==> src/rtl/sd_pkg.sv <==
// Shared definitions for the SD card command path: command index constants,
// the dummy/idle bus byte, R1 bit positions and the command engine state type.
package sd_pkg;

    localparam logic [5:0] CMD0   = 6'd0;
    localparam logic [5:0] CMD8   = 6'd8;
    localparam logic [5:0] CMD17  = 6'd17;
    localparam logic [5:0] CMD24  = 6'd24;
    localparam logic [5:0] CMD55  = 6'd55;
    localparam logic [5:0] ACMD41 = 6'd41;
    localparam logic [5:0] CMD58  = 6'd58;

    localparam logic [7:0] DUMMY_BYTE = 8'hFF;

    localparam int R1_IDLE        = 0;
    localparam int R1_ILLEGAL_CMD = 2;

    typedef enum logic [2:0] {
        IDLE,
        PRE,
        SEND,
        POLL,
        EXT,
        FIN,
        POST
    } sd_state_e;

endpackage

==> src/rtl/sd_crc7.sv <==
// CRC7 (x^7 + x^3 + 1, init 0) over a 40-bit block, MSB first.
// Purely combinational so it can be shared with the data-path block.
//   data : 40-bit message (command byte + 32-bit argument)
//   crc  : 7-bit remainder
module sd_crc7 (
    input  logic [39:0] data,
    output logic [6:0]  crc
);

    logic [6:0] rem;
    logic       fb;

    always_comb begin
        rem = 7'd0;
        fb  = 1'b0;
        for (int i = 39; i >= 0; i--) begin
            fb  = data[i] ^ rem[6];
            rem = {rem[5:0], 1'b0};
            if (fb) begin
                rem = rem ^ 7'h09;
            end
        end
        crc = rem;
    end

endmodule

==> src/rtl/sd_cmd_engine.sv <==
// SD command engine: frames one command (index, argument, CRC7), drives it
// byte by byte into the SPI master, polls for R1, optionally collects the
// 4-byte R3/R7 payload and sequences chip select including the trailing
// dummy byte.
//   cmd_*   : command request handshake and attributes (captured on accept)
//   cs_release : release a held chip select from IDLE
//   rsp_*   : completion pulse plus R1 / extended payload / timeout flag
//   spi_*   : one-byte-at-a-time interface to the SPI master, chip select
//
// state | meaning
// IDLE  | waiting for a command or a cs_release; CS may be held low
// PRE   | sending PRE_DUMMY 0xFF bytes with CS low
// SEND  | sending the 6 frame bytes
// POLL  | sending 0xFF until an R1 (bit7 == 0) or RESP_TIMEOUT bytes
// EXT   | collecting the 4 R3/R7 payload bytes
// FIN   | decide: keep CS low and finish, or raise CS and go to POST
// POST  | one 0xFF with CS high, then back to IDLE
module sd_cmd_engine
    import sd_pkg::*;
#(
    parameter int RESP_TIMEOUT = 8,
    parameter int PRE_DUMMY    = 1
) (
    input  logic        clk,
    input  logic        rst_n,
    input  logic        cmd_valid,
    output logic        cmd_ready,
    input  logic [5:0]  cmd_index,
    input  logic [31:0] cmd_arg,
    input  logic        cmd_resp_long,
    input  logic        cmd_hold_cs,
    input  logic        cs_release,
    output logic        rsp_valid,
    output logic [7:0]  rsp_r1,
    output logic [31:0] rsp_ext,
    output logic        rsp_timeout,
    output logic        spi_req,
    output logic [7:0]  spi_tx,
    input  logic        spi_done,
    input  logic [7:0]  spi_rx,
    output logic        spi_cs_n
);

    localparam logic [2:0] PRE_LOAD  = (PRE_DUMMY == 0) ? 3'd5 : 3'(PRE_DUMMY - 1);
    localparam logic [7:0] POLL_LOAD = 8'(RESP_TIMEOUT - 1);

    sd_state_e   state, state_nxt;
    logic        outstanding;
    logic [47:0] frame;
    logic [2:0]  byte_left;
    logic [7:0]  poll_left;
    logic        long_r, hold_r, releasing;
    logic [7:0]  r1_r;
    logic [31:0] ext_r;
    logic        to_r, rsp_valid_r, cs_n_r;
    logic [6:0]  crc_in;
    logic        issue;
    logic [7:0]  tx_byte;
    logic        byte_done, release_go, accept;

    sd_crc7 u_crc7 (
        .data ({2'b01, cmd_index, cmd_arg}),
        .crc  (crc_in)
    );

    // spi_done only counts when a byte is actually in flight.
    assign byte_done  = spi_done && outstanding;
    assign release_go = (state == IDLE) && cs_release && !cs_n_r;
    assign accept     = (state == IDLE) && cmd_valid && !release_go;

    always_ff @(posedge clk or negedge rst_n) begin
        if (!rst_n) begin
            state <= IDLE;
        end else begin
            state <= state_nxt;
        end
    end

    always_comb begin
        state_nxt = state;
        issue     = 1'b0;
        tx_byte   = DUMMY_BYTE;
        case (state)
            IDLE: begin
                if (release_go) begin
                    state_nxt = POST;
                end else if (cmd_valid) begin
                    state_nxt = (PRE_DUMMY == 0) ? SEND : PRE;
                end
            end
            PRE: begin
                issue = 1'b1;
                if (byte_done && byte_left == 3'd0) state_nxt = SEND;
            end
            SEND: begin
                issue   = 1'b1;
                tx_byte = frame[47:40];
                if (byte_done && byte_left == 3'd0) state_nxt = POLL;
            end
            POLL: begin
                issue = 1'b1;
                if (byte_done) begin
                    if (!spi_rx[7]) begin
                        state_nxt = long_r ? EXT : FIN;
                    end else if (poll_left == 8'd0) begin
                        state_nxt = FIN;
                    end
                end
            end
            EXT: begin
                issue = 1'b1;
                if (byte_done && byte_left == 3'd0) state_nxt = FIN;
            end
            FIN: begin
                state_nxt = (hold_r && !to_r) ? IDLE : POST;
            end
            POST: begin
                issue = 1'b1;
                if (byte_done) state_nxt = IDLE;
            end
            default: state_nxt = IDLE;
        endcase
    end

    // A new byte may start only when nothing is in flight and the master is
    // not completing one this very cycle.
    assign spi_req   = issue && !outstanding && !spi_done;
    assign spi_tx    = tx_byte;
    assign cmd_ready = (state == IDLE);

    always_ff @(posedge clk or negedge rst_n) begin
        if (!rst_n) begin
            outstanding <= 1'b0;
            frame       <= '0;
            byte_left   <= 3'd0;
            poll_left   <= 8'd0;
            long_r      <= 1'b0;
            hold_r      <= 1'b0;
            releasing   <= 1'b0;
            r1_r        <= 8'hFF;
            ext_r       <= '0;
            to_r        <= 1'b0;
            rsp_valid_r <= 1'b0;
            cs_n_r      <= 1'b1;
        end else begin
            rsp_valid_r <= 1'b0;
            if (byte_done) begin
                outstanding <= 1'b0;
            end else if (spi_req) begin
                outstanding <= 1'b1;
            end
            case (state)
                IDLE: begin
                    if (release_go) begin
                        cs_n_r    <= 1'b1;
                        releasing <= 1'b1;
                    end else if (accept) begin
                        cs_n_r    <= 1'b0;
                        frame     <= {2'b01, cmd_index, cmd_arg, crc_in, 1'b1};
                        long_r    <= cmd_resp_long;
                        hold_r    <= cmd_hold_cs;
                        r1_r      <= 8'hFF;
                        ext_r     <= '0;
                        to_r      <= 1'b0;
                        byte_left <= PRE_LOAD;
                        releasing <= 1'b0;
                    end
                end
                PRE: begin
                    if (byte_done) begin
                        byte_left <= (byte_left == 3'd0) ? 3'd5 : byte_left - 3'd1;
                    end
                end
                SEND: begin
                    if (byte_done) begin
                        frame <= {frame[39:0], 8'h00};
                        if (byte_left == 3'd0) begin
                            poll_left <= POLL_LOAD;
                        end else begin
                            byte_left <= byte_left - 3'd1;
                        end
                    end
                end
                POLL: begin
                    if (byte_done) begin
                        if (!spi_rx[7]) begin
                            r1_r      <= spi_rx;
                            byte_left <= 3'd3;
                        end else if (poll_left == 8'd0) begin
                            to_r <= 1'b1;
                        end else begin
                            poll_left <= poll_left - 8'd1;
                        end
                    end
                end
                EXT: begin
                    if (byte_done) begin
                        ext_r <= {ext_r[23:0], spi_rx};
                        if (byte_left != 3'd0) byte_left <= byte_left - 3'd1;
                    end
                end
                FIN: begin
                    if (hold_r && !to_r) begin
                        rsp_valid_r <= 1'b1;
                    end else begin
                        cs_n_r <= 1'b1;
                    end
                end
                POST: begin
                    if (byte_done) begin
                        rsp_valid_r <= !releasing;
                        releasing   <= 1'b0;
                    end
                end
                default: ;
            endcase
        end
    end

    assign rsp_valid   = rsp_valid_r;
    assign rsp_r1      = r1_r;
    assign rsp_ext     = ext_r;
    assign rsp_timeout = to_r;
    assign spi_cs_n    = cs_n_r;

endmodule
==> config.mk <==
export PLATFORM = sky130hd
export DESIGN_NAME = sd_cmd_engine
export DESIGN_NICKNAME = d
export VERILOG_FILES = /design/src/rtl/sd_pkg.sv /design/src/rtl/sd_crc7.sv /design/src/rtl/sd_cmd_engine.sv
export SDC_FILE = /design/constraint.sdc
export NUM_CORES = 1
export LEC_CHECK = 0
export CAP_MARGIN = 20
export CORE_MARGIN = 2
export CORE_UTILIZATION = 32
export CTS_CLUSTER_DIAMETER = 30
export DETAILED_ROUTE_END_ITERATION = 16
export GPL_TIMING_DRIVEN = 0
export SLEW_MARGIN = 30
export SYNTH_ARGS = -nofsm -noshare
export SYNTH_HDL_FRONTEND = slang
export SYNTH_HIERARCHICAL = 1
export SYNTH_SLANG_ARGS = --single-unit
==> constraint.sdc <==
create_clock -name clk -period 2.4 [get_ports clk]
set_input_delay 0.72 -clock clk [delete_from_list [all_inputs] [get_ports clk]]
set_output_delay 0.72 -clock clk [all_outputs]
set_load 0.05 [all_outputs]
==> results by group, run 1 <==
Worst setup path
  – Crit Path Max Fanout: 2
  – Critical Path Start Type: input port
  – Max stage delay on crit path: 0.44 ns
  – Cell family with the largest share of critical-path delay: XOR/XNOR gates
  – CP Cell Sequence: buf_6 > xnor3_2 > buf_4 > xor2_1 > xnor2_1 > buf_4 > xnor3_2 > buf_6 > xor2_1 > a22o_1
  – Data required, critical path: 2.63 ns
  – Worst Setup Path Type: in2reg
  – CP Buf/Inv Count: 4
  – Critical-path top delay cell: xnor3_2
  – Crit path DAT: 2.83 ns
  – Critical path endpoint category: flop

STA
  – Final period util: 108.5%
  – Fin. Hold Viols: 0
  – TNS Setup: -0.7360 ns
  – Slew @ Worst Pin: 0.7452 ns
  – Setup violators final: 6
  – RSZ-0062 raised after global routing: true
  – Slew Limit Fails: 0
  – Setup WS post-layout: -0.2031 ns
  – Fmax: 0.3842 GHz
  – Clock skew after layout: 0.01217 ns
  – Period minus WS final: 2.603 ns
  – Max-Slew Margin vs Limit: 49.94%

Synthesis
  – Syn Area/Cell: 10.54 um^2
  – Post-synth EDFFs: 0
  – Sequential area share after synthesis: 44.78%
  – Simple-Gate Fraction of Synth Area: 12.60%
  – Mux contribution to synthesized area: 7.099%
  – Mapped Area: 0.006116 mm^2
  – FF+latch count, synth: 109
  – Synth Flop Type: dfrtp_1
  – Synth top area share: 40.92%
  – Xor/xnor share of the synthesized area: 17.18%
  – Synth cell types: 67
  – Post-Synthesis Cells: 580
  – Async S/R FF share, synth: 100.0%
  – Ys Warns: 6
  – Largest cells by area after synthesis: dfrtp_1, nand2_1, mux2i_1, o21ai_0, xnor3_1
  – Cell taking the most area after synthesis: dfrtp_1
  – Post-synthesis adder-cell area fraction: 0.8183%
  – Compound-Gate Fraction of Synth Area: 13.81%
  – Largest family of logic cells by synthesized area: XOR/XNOR gates

Clock network
  – H-tree depth: 3
  – CTS tree: yes
  – CTS Sinks: 109
  – TritonCTS Buffers: 9
  – Clk slew on worst S/H paths: 0.07 ns
  – Clock Tree Buf Depth: 2
  – Root Driver: clkbuf_16
  – Clk Latency, worst-skew pair: 0.35 ns

Finish
  – Ant diodes: 0
  – Post-route design area: 0.008396 mm^2
  – Layout net count: 796
  – Area growth syn-to-layout: 37.27%
  – Share of layout cells above drive strength 1: 24.06%

Power
  – PD cells: 1236 mW/mm^2
  – VDD IR max: 767.4 uV
  – Leakage: 0.003722 uW

Drt
  – Vias/cell: 4.954
  – Vias: 4845
  – DRC viols: 0
  – Post-DRT Antenna Nets: 0
  – DR WL/cell: 16.72 um
  – Total wire length: 16350 um
  – Detailed router's first-iteration violation count: 175
  – Drt pass-1 iters: 4

Floorplanning
  – DIE HEIGHT: 142.2 um
  – Initial Util: 32.70%
  – Chip width: 142.2 um
  – Die area: 0.02023 mm^2
  – Core area: 0.01871 mm^2
  – # rows: 50
  – I/O pins: 106

Global routing
  – Global-route wire length before repair: 25790 um
  – Number of global-route vias before repair: 4914
  – GR Util All Layers: 16.54%
  – Initial antenna violation count: 0
  – Gr ovfl total: 0
  – Largest net degree at the start of global routing: 59

Placed design
  – HPWL after DPL: 12020 um
  – I/O Buffers: 105
  – Area after DPL: 0.007516 mm^2
  – Placer Congestion: 0.8626

Run
  – Max-cap check violation count: 0

Min path
  – Hold Path Class: in2async

Status
  – Failing checks: negative setup slack
  – Status: complete, but fails checks
==> layout by cell type, fill, tap and decap left out, drive strengths merged, types with 4 or more instances in the layout <==
cell and count:
a21oi 13, mux2i 40, a22o 7, dlygate4sd2 16
xor3 6, dfrtp 100, nor2 18, xor2 13
inv 13, dfstp 9, o22a 8, nand2 116
xnor2 28, clkbuf 23, buf 90, ha 4
conb 4, o21ai 85, nor3 12, xnor3 20
or3 9, clkdlybuf4s50 59
==> cell usage after synthesis (9+ instances only) <==
cell / number
a21oi_1: 13
buf_2: 14
clkbuf_1: 10
dfrtp_1: 100
dfstp_2: 9
inv_1: 11
mux2i_1: 40
nand2_1: 116
nor2_1: 17
nor3_1: 12
o21ai_0: 72
o21ai_1: 12
xnor2_1: 23
xnor3_1: 16
xor2_1: 12
==> worst paths after layout <==
kind | start | endpoint | slack (ns) | cells after the start
max | cmd_arg[19] | frame[2] | -0.20 | 10
min | rst_n | poll_left[4] | 0.32 | 1
max reg2reg | poll_left[0] | state[2] | 0.25 | 7
min reg2reg | byte_left[1] | byte_left[1] | 0.48 | 1
max in group asynchronous | rst_n | rsp_r1[3] | 1.39 | 2
min in group clk | byte_left[1] | byte_left[1] | 0.48 | 1
==> layer usage <==
metal  global-route usage [%]  share of wire [%]
met1                    21.83                 45
met2                    27.64                 49
met4                    4.000                1.0
met5                        0                  0
met3                    3.869                4.8
==> state kept, by name, indices dropped and copies added, names as in the netlist <==
register and cells:
frame 48, rsp_ext 32, poll_left 8, rsp_r1 8, byte_left 3, state 3, hold_r 1, long_r 1
outstanding 1, releasing 1, rsp_timeout 1, rsp_valid 1, spi_cs_n 1
==> layout make-up <==
cell class / instances / area (um^2)
flip-flops and latches: 109 / 2741
multi-input cells: 427 / 3396
plain buffers: 30 / 176.4
inverters: 13 / 53.80
repair buffers: 149 / 1443
well taps: 234 / 292.8
clock inverters: 4 / 56.30
clock buffers: 12 / 236.5
fillers: 1762 / 10310
==> repair_timing <==
item                                    CTS  global route
resized for setup                       185            59
pin swaps                                33            38
hold buffers                              0             0
setup buffers                            29            13
endpoints found under the setup margin   34            39
gates cloned                              1             0
==> kinds of logic (layout without fill, tap and decap cells) <==
| logic type | count (synthesis) | after routing |
|---|---|---|
| other | 2 | 4 |
| AO/OA/AOI/OAI | 135 | 135 |
| XOR/XNOR | 67 | 67 |
| AND/OR/NAND/NOR | 174 | 174 |
| flip-flops | 109 | 109 |
| buffers and inverters | 46 | 208 |
| multiplexers | 43 | 43 |
| adder cells (fa/ha/maj) | 4 | 4 |
==> power breakdown <==
part,leakage [uW],switching [uW],total (uW),internal [uW]
Sequential,0.00139,369,2830,2460
Clock,0.000141,682,1500,820
Combinational,0.00219,3200,6040,2840
Total,0.00372,4250,10400,6120
==> metrics by stage <==
stage / setup WS (ns) / hold slack (ns) / total power [uW] / util, % / instances
after global routing: -0.2568 / 0.3404 / 11040 / 44.88 / 978
after floorplan: -0.3723 / 0.4244 / 6675 / - / 582
after global placement: -3.505 / 0.4560 / 7937 / 40.03 / 921
final: -0.2031 / 0.3195 / 10380 / 44.88 / 978
after detailed placement: -1.225 / 0.4619 / 8057 / 40.18 / 922
after CTS: -0.3692 / 0.3211 / 10060 / 43.47 / 965
Power figures use the tool's default switching activity.
==> run 2: changes to the inputs <==
ABC_AREA = 1   (was unset)
==> run 2 against run 1 <==
The run still ends with negative setup slack left. Critical path depth up 15. Final cell count increased by 45%. Largest power group unchanged. Sequential power is 4% higher. Highest routed layer unchanged. Flip-flop and latch count is the same. Non-clock buffer count is 24 lower.
==> results by group, run 2 <==
Status
  – Status: complete, but fails checks
  – Failing checks: negative setup slack

Power
  – Leakage: 0.004882 uW
  – VDD IR max: 481.8 uV
  – Power Total: 11550 uW
  – PD cells: 1177 mW/mm^2

Clock network
  – TritonCTS Buffers: 9
  – CTS Sinks: 109
  – Hold buffers post-CTS: 0
  – Clock Tree Buf Depth: 2
  – Clk slew on worst S/H paths: 0.08 ns
  – H-tree depth: 3
  – Clk Latency, worst-skew pair: 0.36 ns
  – Root Driver: clkbuf_16
  – CTS tree: yes

Synthesis
  – Synth top area share: 35.66%
  – Most common cell in the netlist: nand2_1
  – Synth top cells by count: nand2_1, o21ai_0, dfrtp_1
  – Syn Area/Cell: 7.039 um^2
  – Mapped Area: 0.007018 mm^2
  – Largest cells by area after synthesis: dfrtp_1, nand2_1, o21ai_0, nand3_1, inv_1
  – Async S/R FF share, synth: 100.0%
  – Synth cell types: 39
  – FF+latch count, synth: 109
  – Synth Flop Type: dfrtp_1
  – Ys Warns: 6
  – Sequential area share after synthesis: 39.03%
  – Cell taking the most area after synthesis: dfrtp_1
  – Post-Synthesis Cells: 997
  – Post-synth EDFFs: 0

STA
  – Setup WS post-layout: -0.2456 ns
  – Worst hold slack: 0.2384 ns
  – Clock skew after layout: 0.005684 ns
  – Fin. Hold Viols: 0
  – Final period util: 110.2%
  – Slew Limit Fails: 0
  – Max-Slew Margin vs Limit: 62.76%
  – Slew @ Worst Pin: 0.5568 ns
  – RSZ-0062 raised after global routing: true
  – Setup violators final: 7
  – Period minus WS final: 2.646 ns
  – Fmax: 0.3780 GHz

Floorplanning
  – Core area: 0.02169 mm^2
  – Initial Util: 32.36%
  – Die area: 0.02313 mm^2
  – DIE HEIGHT: 152.1 um
  – I/O pins: 106
  – Chip width: 152.1 um
  – # rows: 54

Drt
  – Post-DRT Antenna Nets: 0
  – DR WL/cell: 14.43 um
  – Vias: 6963
  – DRC viols: 0
  – Total wire length: 20480 um
  – Detailed router's first-iteration violation count: 487
  – Drt pass-1 iters: 5
  – Vias/cell: 4.907

Run
  – Max-cap check violation count: 0

Worst setup path
  – Critical path endpoint category: flop
  – Crit Path Max Fanout: 5
  – Critical Path Start Type: input port
  – Worst Setup Path Type: in2reg
  – Crit path DAT: 2.89 ns
  – Data required, critical path: 2.64 ns

Global routing
  – Initial antenna violation count: 0
  – Number of global-route vias before repair: 6787
  – Gr ovfl total: 0
  – GR Util All Layers: 17.56%
  – Largest net degree at the start of global routing: 66
  – Global-route wire length before repair: 33510 um

Finish
  – Commonest non-fill, non-tap cells in the layout: nand2_1, o21ai_0, dfrtp_1
  – Max reg flops: 48
  – Most common cell after layout, fill and taps aside: nand2_1
  – Finished Layout Cells: 1419
  – Share of layout cells above drive strength 1: 32.92%
  – Biggest register: frame
  – Area growth syn-to-layout: 39.88%
  – Layout net count: 1191
  – Ant diodes: 0

Placed design
  – Dpl cells: 1390
  – HPWL after DPL: 14810 um
  – Pre-CTS setup slack: -1.268 ns
  – I/O Buffers: 105
  – Placer Congestion: 0.8271

Min path
  – Hold Path Class: in2async
-- run 2: power breakdown --
group          internal [uW]  switching (uW)  leakage, uW
registers               2570             357      0.00140
logic                   2370            4650      0.00334
clock network            854             750     0.000148
total                   5800            5750      0.00488
-- run 2: repair_timing --
item                       CTS  global route
cloned                       0             0
setup buffers                8             6
resized for setup          265           112
setup endpoints to repair   26            19
pin swaps                   95            88
-- run 2: final cells by class --
cell class                      instances  area, um^2
Sequential cell                       109        2739
Tap cell                              280       350.3
Clock inverter                          5       66.31
Fill cell                            2143       11870
Inverter                               91       391.6
Clock buffer                           11       242.7
Timing Repair Buffer                  120        1180
Multi-Input combinational cell        768        4646
Buffer                                 35       201.4
-- run 2: cell families after synthesis --
kind of cell,Yosys count,share of synthesized area (%)
buf+inv,127,7.613
flops,109,39.03
simple gates,606,40.11
xor+xnor,10,1.730
other cells,2,0.1070
fa+ha+maj,4,0.7132
compound gates,139,10.70
-- run 2: stage by stage --
step / setup TNS [ns] / util [%] / instance area (um^2)
4_1_cts: -0.8037 / 43.16 / 9361
6_report: -1.407 / 45.26 / 9817
3_3_place_gp: -418.28 / 39.58 / 8584
3_5_place_dp: -20.02 / 39.73 / 8617
5_1_grt: -2.530 / 45.26 / 9817
2_1_floorplan: -0.9416 / - / 7183
-- run 2: final timing paths --
path	to	depth (start not counted)	slack (ns)	from
worst max register to register	frame[10]	10	0.44	state[1]
min in group clk	rsp_r1[7]	2	0.47	rsp_r1[7]
max in group asynchronous	rsp_r1[5]	2	1.51	rst_n
worst min-delay path	state[0]	1	0.24	rst_n
worst min register to register	rsp_r1[7]	2	0.47	rsp_r1[7]
worst max-delay path	frame[6]	25	-0.25	cmd_index[4]
-- run 2: worst max-delay path, stage by stage --
cell and delay [ns]:
buf_12 0.10, clkinv_8 0.05, nand2_2 0.07, nand3_2 0.11
nand2_4 0.11, nand2_4 0.06, nand2_4 0.09, inv_4 0.04
nand2_4 0.10, nand2_8 0.09, xnor2_4 0.24, xor2_1 0.19
nand2_2 0.11, nand2_2 0.12, nand2_4 0.06, nand2_4 0.09
nand2_2 0.07, nand2_2 0.08, inv_2 0.04, nand2_2 0.06
nand2_2 0.05, nand2_1 0.05, nand2_1 0.04, nand2_1 0.05
o21ai_1 0.06
-- run 2: metal layers --
metal	share of wire [%]	vias up	global-route usage, %
met5	0	-	0
met1	46	3298	23.54
met2	48	187	29.09
met4	1.6	0	5.251
met3	4.4	24	3.052
li1	-	3454	-
